File: config.mk
export PLATFORM = sky130hd
export DESIGN_NAME = sync_preload_fifo
export DESIGN_NICKNAME = d
export VERILOG_FILES = /design/src/rtl/sync_fifo_pkg.sv /design/src/rtl/sync_fifo_ram.sv /design/src/rtl/sync_preload_fifo.sv
export SDC_FILE = /design/constraint.sdc
export NUM_CORES = 1
export LEC_CHECK = 0
export BUFFER_PORTS_ARGS = -buffer_cell sky130_fd_sc_hd__buf_2
export CAP_MARGIN = 20
export CORE_MARGIN = 2
export CORE_UTILIZATION = 45
export DETAILED_ROUTE_END_ITERATION = 16
export PLACE_DENSITY = 0.62
export SYNTH_ARGS = -nofsm -noshare
export SYNTH_HDL_FRONTEND = slang
export SYNTH_SLANG_ARGS = --single-unit
File: constraint.sdc
create_clock -name clk -period 6.3 [get_ports clk]
set_clock_uncertainty 0.1 [all_clocks]
set_input_delay 0.63 -clock clk [delete_from_list [all_inputs] [get_ports clk]]
set_output_delay 0.63 -clock clk [all_outputs]
set_load 0.02 [all_outputs]
File: src/rtl/sync_fifo_pkg.sv
// rtl/sync_fifo_pkg.sv - shared types and sizing helpers for the preload FIFO
package sync_fifo_pkg;

  typedef enum logic {PRIME, STREAM} fifo_state_t;

  localparam int ERR_CNT_W = 16;

  // Pointers carry one extra wrap bit so full and empty are distinguishable.
  function automatic int ptr_w(input int depth);
    return $clog2(depth) + 1;
  endfunction

endpackage

File: src/rtl/sync_fifo_ram.sv
// rtl/sync_fifo_ram.sv - DEPTH x (WIDTH+1) storage, sync write, async read
module sync_fifo_ram #(
  parameter int WIDTH = 8,
  parameter int DEPTH = 16
) (
  input  logic                     clk,
  input  logic                     we,
  input  logic [$clog2(DEPTH)-1:0] waddr,
  input  logic [WIDTH:0]           wdata,
  input  logic [$clog2(DEPTH)-1:0] raddr,
  output logic [WIDTH:0]           rdata
);

  logic [WIDTH:0] mem [DEPTH];

  always_ff @(posedge clk) begin
    if (we) mem[waddr] <= wdata;
  end

  assign rdata = mem[raddr];

endmodule

File: src/rtl/sync_preload_fifo.sv
// rtl/sync_preload_fifo.sv - packet-aware single-clock FIFO with preload threshold
// Optional error counters: define SYNC_FIFO_ERR_CNT_EN.
module sync_preload_fifo
  import sync_fifo_pkg::*;
#(
  parameter int WIDTH        = 8,
  parameter int DEPTH        = 16,
  parameter int PRELOAD      = 2,
  parameter int AFULL_THRESH = 12
) (
  input  logic                     clk,
  input  logic                     rst_n,
  input  logic                     clr,
  input  logic                     in_valid,
  output logic                     in_ready,
  input  logic [WIDTH-1:0]         in_data,
  input  logic                     in_last,
  output logic                     out_valid,
  input  logic                     out_ready,
  output logic [WIDTH-1:0]         out_data,
  output logic                     out_last,
  output logic [$clog2(DEPTH):0]   level,
  output logic                     full,
  output logic                     empty,
  output logic                     almost_full,
  output logic                     overflow,
  output logic                     underflow
`ifdef SYNC_FIFO_ERR_CNT_EN
  ,
  output logic [ERR_CNT_W-1:0]     ovf_cnt,
  output logic [ERR_CNT_W-1:0]     unf_cnt
`endif
);

  localparam int AW = $clog2(DEPTH);
  localparam int PW = ptr_w(DEPTH);
  localparam logic [PW-1:0] DEPTH_L   = PW'(DEPTH);
  localparam logic [PW-1:0] PRELOAD_L = PW'(PRELOAD);
  localparam logic [PW-1:0] AFULL_L   = PW'(AFULL_THRESH);
  localparam logic [PW-1:0] ONE       = PW'(1);

  logic [PW-1:0] wr_ptr, rd_ptr, last_cnt, last_cnt_nxt, lvl_nxt;
  logic [WIDTH:0] rd_word;
  logic           wr_en, rd_en, inc_last, dec_last;
  fifo_state_t    state, state_nxt;

  sync_fifo_ram #(.WIDTH(WIDTH), .DEPTH(DEPTH)) u_ram (
    .clk   (clk),
    .we    (wr_en && !clr),
    .waddr (wr_ptr[AW-1:0]),
    .wdata ({in_last, in_data}),
    .raddr (rd_ptr[AW-1:0]),
    .rdata (rd_word)
  );

  assign level       = wr_ptr - rd_ptr;
  assign full        = (level == DEPTH_L);
  assign empty       = (level == '0);
  assign almost_full = (level >= AFULL_L);
  assign in_ready    = !full;
  assign wr_en       = in_valid && in_ready;
  assign overflow    = in_valid && !in_ready;

  assign out_valid = (state == STREAM) && !empty;
  assign rd_en     = out_valid && out_ready;
  assign out_data  = out_valid ? rd_word[WIDTH-1:0] : '0;
  assign out_last  = out_valid && rd_word[WIDTH];

  assign inc_last     = wr_en && in_last;
  assign dec_last     = rd_en && rd_word[WIDTH];
  assign last_cnt_nxt = last_cnt + {{(PW-1){1'b0}}, inc_last} - {{(PW-1){1'b0}}, dec_last};
  assign lvl_nxt      = level + {{(PW-1){1'b0}}, wr_en} - {{(PW-1){1'b0}}, rd_en};

  // Priming looks at post-write counts so a word written in cycle N can be offered at N+1.
  always_comb begin
    state_nxt = state;
    underflow = 1'b0;
    case (state)
      PRIME: begin
        if (lvl_nxt >= PRELOAD_L || last_cnt_nxt != '0) state_nxt = STREAM;
      end
      STREAM: begin
        if (dec_last && last_cnt == ONE) begin
          state_nxt = PRIME;
        end else if (empty && last_cnt == '0) begin
          state_nxt = PRIME;
          underflow = 1'b1;
        end
      end
      default: state_nxt = PRIME;
    endcase
  end

  always_ff @(posedge clk or negedge rst_n) begin
    if (!rst_n) begin
      wr_ptr   <= '0;
      rd_ptr   <= '0;
      last_cnt <= '0;
      state    <= PRIME;
    end else if (clr) begin
      wr_ptr   <= '0;
      rd_ptr   <= '0;
      last_cnt <= '0;
      state    <= PRIME;
    end else begin
      if (wr_en) wr_ptr <= wr_ptr + ONE;
      if (rd_en) rd_ptr <= rd_ptr + ONE;
      last_cnt <= last_cnt_nxt;
      state    <= state_nxt;
    end
  end

`ifdef SYNC_FIFO_ERR_CNT_EN
  always_ff @(posedge clk or negedge rst_n) begin
    if (!rst_n) begin
      ovf_cnt <= '0;
      unf_cnt <= '0;
    end else if (clr) begin
      ovf_cnt <= '0;
      unf_cnt <= '0;
    end else begin
      if (overflow && ovf_cnt != '1) ovf_cnt <= ovf_cnt + 1'b1;
      if (underflow && unf_cnt != '1) unf_cnt <= unf_cnt + 1'b1;
    end
  end
`endif

endmodule

==> flow_summary.json, run 1 <==
{
  "dpl_cell_area_mm2": 0.00737,
  "wl_per_cell_um": 20.5,
  "maxCapViolations": 0,
  "drtPass1Iterations": 4,
  "die-width_um": 129,
  "rsz0062_at_grt": "no",
  "worstMarginPinSlew_ps": 997,
  "avgSynthCellArea_um2": 17.9,
  "synth-async-reset-ratio_pct": 10.0,
  "cts_made_buffers": 17,
  "ios": 35,
  "synth_seq_cells": 160,
  "cp.required_ps": 6490,
  "start_util_pct": 46.1,
  "layout-drive-gt1-share_pct": 27.8,
  "place.port_buffers": 34,
  "core-area_mm2": 0.0152,
  "cp_cell_sequence": "inv_1, ha_1, fa_1, xnor2_1, inv_1, ha_1, nand3_1, nor4_1, nor3_2, and2_1, ha_1, inv_1, ha_1, inv_1, fa_1, nand2b_1, a21oi_1, xnor2_1, nand4_1, nor2_1, a211oi_1",
  "crit_path_start_kind": "flop",
  "die_y_um": 129,
  "grt_max_degree": 40,
  "cts_sinks": 160,
  "setup_viol": 0,
  "nNetsFinal": 472,
  "vdd_drop_max_mv": 0.181,
  "max_stage_delay_ps": 530,
  "cts_setup_buffers": 0,
  "ys_warn_count": 0,
  "yosysSeqAreaShare_pct": 67.4,
  "crit_slowest_cell": "nor3_2",
  "finalInstanceArea_mm2": 0.00793,
  "post_cts_resized": 0,
  "final_hold_viol_count": 0,
  "gr-total-overflow": 0,
  "nFillCells": 1227,
  "hold_ws_ps": 39.8,
  "antenna_cells": 0,
  "wirelength_um": 13000,
  "fin_crit_ps": 4890,
  "power.density_mw_per_mm2": 422,
  "clock_path_buffers": 2,
  "synth-edff-count": 144,
  "post_drt_via_cell_ratio": 5.46,
  "ant_nets": 0,
  "vias": 3464,
  "htreeDepth": 4,
  "die-area_mm2": 0.0166,
  "gp_congestion": 0.836,
  "grt_pass1_wl_um": 20800,
  "rows": 45,
  "drt_iter0_drc": 288,
  "cts_tree": "yes",
  "grt_usage_pct": 17.4,
  "final_cell_mix": "edfxtp_1 (144), mux4_2 (45), nor2_1 (35)",
  "clk_pin_slew_ps": 60,
  "syn_nets": 431,
  "fmax_mhz": 205,
  "drc": 0,
  "status": "finished clean",
  "cts_root_buffer": "clkbuf_16",
  "grt_pass1_vias": 3632,
  "relSlewSlack_pct": 33.3,
  "maxSlewViolCount": 0,
  "dpl.hpwl_um": 8890,
  "antenna_found_initial": 0,
  "final_common_cell": "edfxtp_1",
  "arrival_ps": 5080,
  "leakagePower_nw": 2.72,
  "worstSetupEndpointType": "flop",
  "path_max_fanout": 8,
  "worst_skew_pair.late_latency_ps": 410,
  "yosysUniqueCellTypes": 46,
  "min_period_over_period_pct": 77.6,
  "fin_setup_tns_ps": 0,
  "ctsHoldBuffers": 0,
  "hp-class": "in2async",
  "syn_inst": 392,
  "path_class": "reg2reg",
  "utilization_pct": 52.2,
  "netlist_area_mm2": 0.00701,
  "ys.flop_type": "edfxtp_1",
  "syn_to_final_growth_pct": 13.2
}
[Yosys cell counts, types with 2 or more instances]
library cell | instances | area share [%]
nand2_1 | 12 | 0.64
buf_2 | 3 | 0.21
a21o_1 | 2 | 0.21
o21ai_0 | 3 | 0.21
and3_1 | 3 | 0.27
mux4_2 | 45 | 14
nand2b_1 | 2 | 0.18
or3_1 | 2 | 0.18
nor3_2 | 2 | 0.29
a21oi_1 | 7 | 0.50
ha_1 | 22 | 3.9
clkbuf_1 | 8 | 0.43
xnor2_1 | 12 | 1.5
buf_1 | 2 | 0.11
inv_1 | 21 | 1.1
mux2i_1 | 2 | 0.29
edfxtp_1 | 144 | 62
fa_1 | 3 | 0.86
nor2b_1 | 13 | 1.2
mux2_2 | 2 | 0.32
dfrtp_1 | 16 | 5.7
nor2_1 | 35 | 1.9
nand4_1 | 2 | 0.18
o21bai_1 | 2 | 0.21
nand3_1 | 6 | 0.43
[through the flow]
stage                     power [mW]  instances  setup WS (ps)
after detailed placement        2.42        602           1420
final                           3.35        634           1410
after floorplan                 2.12        392           1340
after global placement          2.41        602           1580
after CTS                       3.39        634           1390
after global routing            3.53        634            904
[cell type report]
cell class | instances | area, µm² | area share [%]
clock inverters | 13 | 129 | 1.62
repair buffers | 36 | 185 | 2.33
clock buffers | 19 | 433 | 5.46
inverters | 21 | 78.8 | 0.994
multi-input cells | 197 | 2140 | 27.0
well taps | 188 | 235 | 2.97
flip-flops and latches | 160 | 4730 | 59.6
[final timing paths]
check / from / endpoint / slack, ps / cells past startpoint
max in group asynchronous: rst_n / rd_ptr[0] / 5740 / 1
hold reg to reg: rd_ptr[4] / rd_ptr[4] / 510 / 2
setup / recovery: wr_ptr[0] / state / 1410 / 21
min in group clk: out_ready / rd_ptr[4] / 500 / 4
hold / removal: rst_n / last_cnt[0] / 40 / 1
setup reg to reg: wr_ptr[0] / state / 1410 / 21
[flip-flops by register name, summed over array words and instances (netlist names)]
| name | cells |
|---|---|
| rd_ptr | 5 |
| u_ram.mem | 144 |
| last_cnt | 5 |
| state | 1 |
| wr_ptr | 5 |
[logic make-up after synthesis]
group,Yosys count,synth area share [%]
DFF,160,67.4
and+or+nand+nor,87,6.41
muxes,49,15.1
buffers and inverters,35,1.98
adders and majority gates,25,4.78
AOI/OAI and AO/OA,23,2.71
xor gates and xnor gates,13,1.62
[power by group]
part           switching, mW  internal, mW
registers             0.0247          1.20
clock network          0.410         0.553
logic                  0.657         0.506
total                   1.09          2.26
[layer usage]
layer  vias to the layer above  GRT usage [%]  share of wire [%]
met4                         0           5.56               0.49
met5                         -              0                  0
li1                       1613              -                  -
met1                      1787           25.6                 48
met2                        62           25.7                 48
met3                         2           4.45                4.1
[critical path, delay by kind of cell, from the launching register on]
kind	cells	cell delay (ps)
AOI/OAI and AO/OA	2	210
DFF	1	390
buffers and inverters	4	350
adders and majority gates	6	1680
xor gates and xnor gates	2	560
and+or+nand+nor	7	1480
No activity file was read; power rests on OpenSTA's default activity.
==> run 2, diff against run 1 <==
==> constraint.sdc (replaced) <==
create_clock -name clk -period 5 [get_ports clk]
set_clock_uncertainty 0.1 [all_clocks]
set_input_delay 0.5 -clock clk [delete_from_list [all_inputs] [get_ports clk]]
set_output_delay 0.5 -clock clk [all_outputs]
set_load 0.02 [all_outputs]
==> run 2 against run 1 <==
  * Design area increased by 1.0%
  * First-iteration DRC count fell by 15%
  * Sequential cell count stayed put
==> flow_summary.json, run 2 (synthesized netlist as in run 1, its figures left out) <==
{
  "worstSetupEndpointType": "flop",
  "drtPass1Iterations": 4,
  "wl_per_cell_um": 21.4,
  "rows": 45,
  "grt_max_degree": 40,
  "placed_cells": 611,
  "fmax_mhz": 222,
  "dpl.hpwl_um": 8860,
  "worst_skew_pair.late_latency_ps": 420,
  "seq_area_mm2": 0.00473,
  "worstMarginPinSlew_ps": 1030,
  "die_y_um": 129,
  "layout-drive-gt1-share_pct": 30.0,
  "leakagePower_nw": 2.78,
  "final_cell_mix": "edfxtp_1 (144), mux4_2 (45), nor2_1 (35)",
  "fin_setup_tns_ps": 0,
  "die-area_mm2": 0.0166,
  "grt_usage_pct": 18.2,
  "drc": 0,
  "clock_path_buffers": 2,
  "rsz0062_at_grt": "no",
  "multiInputGateArea_mm2": 0.00215,
  "gr-total-overflow": 0,
  "utilization_pct": 52.7,
  "nFillCells": 1196,
  "fin_cells": 645,
  "dp_slack_ps": 362,
  "maxCapViolations": 0,
  "maxSlewViolCount": 0,
  "core-area_mm2": 0.0152,
  "power.density_mw_per_mm2": 526,
  "ios": 35,
  "vdd_drop_max_mv": 0.249,
  "arrival_ps": 4710,
  "cp.required_ps": 5210,
  "cts_root_buffer": "clkbuf_16",
  "post_drt_via_cell_ratio": 5.58,
  "final_common_cell": "edfxtp_1",
  "drt_iter0_drc": 246,
  "final_hold_viol_count": 0,
  "min_period_over_period_pct": 90.0,
  "place.port_buffers": 34,
  "antenna_cells": 0,
  "worst_slack_ps": 498,
  "crit_path_start_kind": "flop",
  "status": "finished clean",
  "regMostFlops": "u_ram.mem",
  "wirelength_um": 13800,
  "nNetsFinal": 483,
  "grt_pass1_wl_um": 21500,
  "die-width_um": 129,
  "relSlewSlack_pct": 30.8,
  "path_class": "reg2reg",
  "grt_pass1_vias": 3621,
  "finalInstanceArea_mm2": 0.00801,
  "fin_crit_ps": 4500,
  "vias": 3600,
  "start_util_pct": 46.1,
  "ant_nets": 0,
  "hold_ws_ps": 349,
  "syn_to_final_growth_pct": 14.3,
  "antenna_found_initial": 0,
  "finalPower_mw": 4.22,
  "cts_tree": "yes",
  "gp_congestion": 0.828,
  "cts_made_buffers": 17,
  "dpl_cell_area_mm2": 0.00744,
  "largest_register_ffs": 144,
  "hp-class": "in2reg",
  "htreeDepth": 4,
  "cts_sinks": 160,
  "path_max_fanout": 5,
  "setup_viol": 0,
  "clk_pin_slew_ps": 70
}
run 2: power breakdown:
group | switching [mW] | internal (mW) | leakage, nW | total [mW]
clock | 0.547 | 0.653 | 0.272 | 1.20
combinational | 0.828 | 0.649 | 0.994 | 1.48
sequential | 0.0301 | 1.51 | 1.51 | 1.54
total | 1.40 | 2.81 | 2.78 | 4.22
run 2: metal layers:
| layer | track usage, % | wire [µm] | vias up |
|---|---|---|---|
| met2 | 28.4 | 6640 | 80 |
| li1 | - | - | 1632 |
| met5 | 0 | 0 | - |
| met1 | 26.1 | 6250 | 1876 |
| met3 | 3.24 | 699 | 12 |
| met4 | 6.52 | 191 | 0 |
run 2: path summary, 6_finish.rpt:
path	endpoint	from	cells after the start	slack [ps]
max in group asynchronous	rd_ptr[0]	rst_n	2	4050
min in group asynchronous	last_cnt[0]	rst_n	2	440
worst max-delay path	state	wr_ptr[0]	21	500
worst min-delay path	rd_ptr[4]	out_ready	4	350
worst min register to register	rd_ptr[4]	rd_ptr[4]	2	480
worst max register to register	state	wr_ptr[0]	21	500
run 2: critical path, cell delays in order (launching register included):
cell	delay, ps
dfrtp_1	390
inv_1	110
ha_1	220
fa_1	440
xnor2_1	240
inv_1	130
ha_1	170
nand3_1	190
nor4_2	430
nor3_2	100
and2_1	170
ha_1	290
inv_1	60
ha_1	150
inv_1	60
fa_1	390
nand2b_1	170
a21oi_1	150
xnor2_1	170
nand4_1	110
nor2_1	110
a211oi_1	60
run 2: layout make-up:
cell class                 count  area share [%]
sequential                   160            59.0
clock buffer                  18            5.36
multi-input combinational    197            26.8
inverter                      21           0.984
clock inverter                14            1.51
tap                          188            2.94
timing repair buffer          47            3.37
run 2: repair_timing:
item                                    4_1_cts  5_1_grt
gates resized for setup                       0        1
endpoints found under the setup margin        0        1
hold buffers                                  1        0
buffers inserted                              0        0
endpoints found under the hold margin        16        0
==> run 3, diff against run 2 <==
--- a/config.mk
+++ b/config.mk
@@ -5,12 +5,13 @@
 export SDC_FILE = /design/constraint.sdc
 export NUM_CORES = 1
 export LEC_CHECK = 0
+export ABC_AREA = 1
 export BUFFER_PORTS_ARGS = -buffer_cell sky130_fd_sc_hd__buf_2
 export CAP_MARGIN = 20
 export CORE_MARGIN = 2
 export CORE_UTILIZATION = 45
 export DETAILED_ROUTE_END_ITERATION = 16
-export PLACE_DENSITY = 0.62
+export PLACE_DENSITY = 0.61
 export SYNTH_ARGS = -nofsm -noshare
 export SYNTH_HDL_FRONTEND = slang
 export SYNTH_SLANG_ARGS = --single-unit
==> constraint.sdc (replaced) <==
create_clock -name clk -period 5.4 [get_ports clk]
set_clock_uncertainty 0.1 [all_clocks]
set_input_delay 0.54 -clock clk [delete_from_list [all_inputs] [get_ports clk]]
set_output_delay 0.54 -clock clk [all_outputs]
set_load 0.02 [all_outputs]
==> run 3 against run 2 <==
  * Sequential share of layout area shrank 2.1 points
  * Utilization down 0.60 points
  * Routed wire length rose by 19%
  * Global-route usage grew 1.6 points
  * Design area grew 3.7%
  * Cell count increased by 47%
  * Non-clock buffer count decreased by 6
==> flow_summary.json, run 3 <==
{
  "synth.top_cell.area_share_pct": 58.8,
  "clock_path_buffers": 2,
  "final_hold_viol_count": 0,
  "path_max_fanout": 18,
  "yosysSeqAreaShare_pct": 64.2,
  "maxCapViolations": 0,
  "crit_path_start_kind": "flop",
  "drtPass1Iterations": 7,
  "yosys.cell_count.top_type": "nand2_1",
  "synth_top_family_by_area": "simple AND/OR/NAND/NOR gates",
  "synth-compound-area-share_pct": 6.38,
  "rows": 46,
  "cts_sinks": 160,
  "netlist_area_mm2": 0.00736,
  "vias": 4974,
  "drc": 0,
  "wl_met1_um": 7490,
  "post_drt_via_cell_ratio": 5.26,
  "avgSynthCellArea_um2": 10.7,
  "muxShareOfSynthArea_pct": 0,
  "grt_pass1_wl_um": 26400,
  "fin_crit_ps": 4470,
  "antenna_cells": 0,
  "grt_usage_pct": 19.8,
  "dpl.hpwl_um": 10400,
  "cp.required_ps": 5610,
  "gr-total-overflow": 0,
  "arrival_ps": 4680,
  "gp_congestion": 0.883,
  "min_period_over_period_pct": 82.7,
  "grt_pass1_vias": 4960,
  "ant_nets": 0,
  "status": "finished clean",
  "synthAdderAreaFrac_pct": 4.56,
  "regMostFlops": "u_ram.mem",
  "antenna_found_initial": 0,
  "synth_area_leaders": "edfxtp_1 (59%), nand2_1 (9.4%), dfrtp_1 (5.4%), nor2_1 (3.8%), ha_1 (3.7%)",
  "maxSlewViolCount": 0,
  "synth-async-reset-ratio_pct": 10.0,
  "dp_slack_ps": 948,
  "cts_tree": "yes",
  "die_y_um": 132,
  "synth-edff-count": 144,
  "grt_max_degree": 77,
  "worstSetupEndpointType": "flop",
  "ys_warn_count": 0,
  "ys.flop_type": "edfxtp_1",
  "power.density_mw_per_mm2": 451,
  "routed-wl-met2_um": 7880,
  "drt_iter0_drc": 424,
  "final_cell_mix": "nand2_1 (184), edfxtp_1 (144), nor2_1 (75)",
  "synth_seq_cells": 160,
  "r2r_cells": 26,
  "yosys.area.top_type": "edfxtp_1",
  "worst_skew_pair.late_latency_ps": 430,
  "htreeDepth": 4,
  "nNetsFinal": 756,
  "synth_top_cells_by_count": "nand2_1 (184), edfxtp_1 (144), nor2_1 (75)",
  "cts_root_buffer": "clkbuf_16",
  "cts_made_buffers": 17,
  "worstMarginPinSlew_ps": 1080,
  "core-area_mm2": 0.0159,
  "vdd_drop_max_mv": 0.334,
  "wl_per_cell_um": 17.4,
  "met3WireLength_um": 781,
  "relSlewSlack_pct": 27.7,
  "syn_inst": 687,
  "worst_slack_ps": 934,
  "fin_cells": 946,
  "highest_layer": "met4",
  "clk_pin_slew_ps": 70,
  "setup_viol": 0,
  "yosys.area_share.simple_pct": 19.1,
  "syn_to_final_growth_pct": 12.9,
  "start_util_pct": 46.2,
  "cts_setup_buffers": 0,
  "ios": 35,
  "rsz0062_at_grt": "no",
  "die-area_mm2": 0.0174,
  "layout-drive-gt1-share_pct": 12.3,
  "leakagePower_nw": 3.27,
  "holdPathStages": 3,
  "final_common_cell": "nand2_1",
  "syn_nets": 726,
  "path_class": "reg2reg",
  "yosysUniqueCellTypes": 34,
  "place.port_buffers": 34,
  "die-width_um": 132,
  "nFillCells": 1415,
  "wirelength_um": 16400,
  "hp-class": "in2reg",
  "largest_register_ffs": 144,
  "fmax_mhz": 224,
  "placed_cells": 912,
  "yosys.area_share.xor_xnor_pct": 1.19,
  "fin_setup_tns_ps": 0
}
run 3: changes by cell type after synthesis, sizes merged, moves of 16 or more:
cell   delta
buf      +16
inv      +21
o21ai    +28
nand2   +177
nor2     +42
nand3    +52
mux4     -45
a21oi    +34
run 3: final cells by class:
type	count	area (µm²)	area share, %
Multi-Input combinational cell	453	2290	27.6
Tap cell	216	270	3.25
Sequential cell	160	4730	56.9
Inverter	44	168	2.02
Clock buffer	17	425	5.12
Clock inverter	15	194	2.33
Timing Repair Buffer	41	229	2.76
run 3: report_power, final:
part / total [mW] / switching, mW / internal (mW)
Sequential: 1.41 / 0.0227 / 1.39
Combinational: 1.08 / 0.740 / 0.341
Clock: 1.26 / 0.516 / 0.743
run 3: what timing repair did:
action | CTS | global route
hold endpoints to repair | 16 | 0
resized for setup | 0 | 0
hold buffers | 1 | 0
run 3: metal layers:
layer	vias to the layer above	track usage (%)
met3	27	4.38
met4	0	7.25
li1	2394	-
met1	2409	26.5
met2	144	32.0
met5	-	0
run 3: worst paths after layout:
| kind | from | endpoint | slack (ps) |
|---|---|---|---|
| max in group asynchronous | rst_n | rd_ptr[0] | 4400 |
| worst min register to register | wr_ptr[4] | wr_ptr[4] | 490 |
| worst max-delay path | rd_ptr[2] | state | 930 |
| min in group asynchronous | rst_n | rd_ptr[4] | 480 |
| worst min-delay path | out_ready | rd_ptr[2] | 360 |
| worst max register to register | rd_ptr[2] | state | 930 |
run 3: critical path, stage by stage, from the launching register on:
cell	delay, ps
dfrtp_1	330
buf_4	220
inv_1	160
ha_1	380
nand2_1	60
o21ai_0	180
xor2_1	310
inv_1	110
ha_1	200
nand3_1	70
inv_1	80
nand3_2	110
nand2_1	90
inv_2	220
nand3_1	200
nand2_1	100
ha_1	180
fa_1	420
or2_2	300
nor2_1	80
nand2_1	50
nor2_1	80
nand2_1	50
nor2_1	80
nand3_1	70
nand2_1	60
nor2_1	40
run 3: kinds of logic (layout without fill, tap and decap cells):
group                      after synthesis  in the layout
AOI/OAI and AO/OA                       86             86
adders and majority gates               25             25
xor gates and xnor gates                10             10
and+or+nand+nor                        332            332
DFF                                    160            160
buffers and inverters                   74            117
run 3: metrics by stage:
stage / util (%) / cell area (µm²) / total power, mW / hold slack [ps]
after CTS: 52.0 / 8300 / 3.77 / 350
after global routing: 52.1 / 8310 / 3.96 / 365
final: 52.1 / 8310 / 3.75 / 360
after detailed placement: 48.1 / 7670 / 2.52 / 386
after floorplan: - / 7360 / 2.22 / 144
after global placement: 48.1 / 7670 / 2.49 / 393
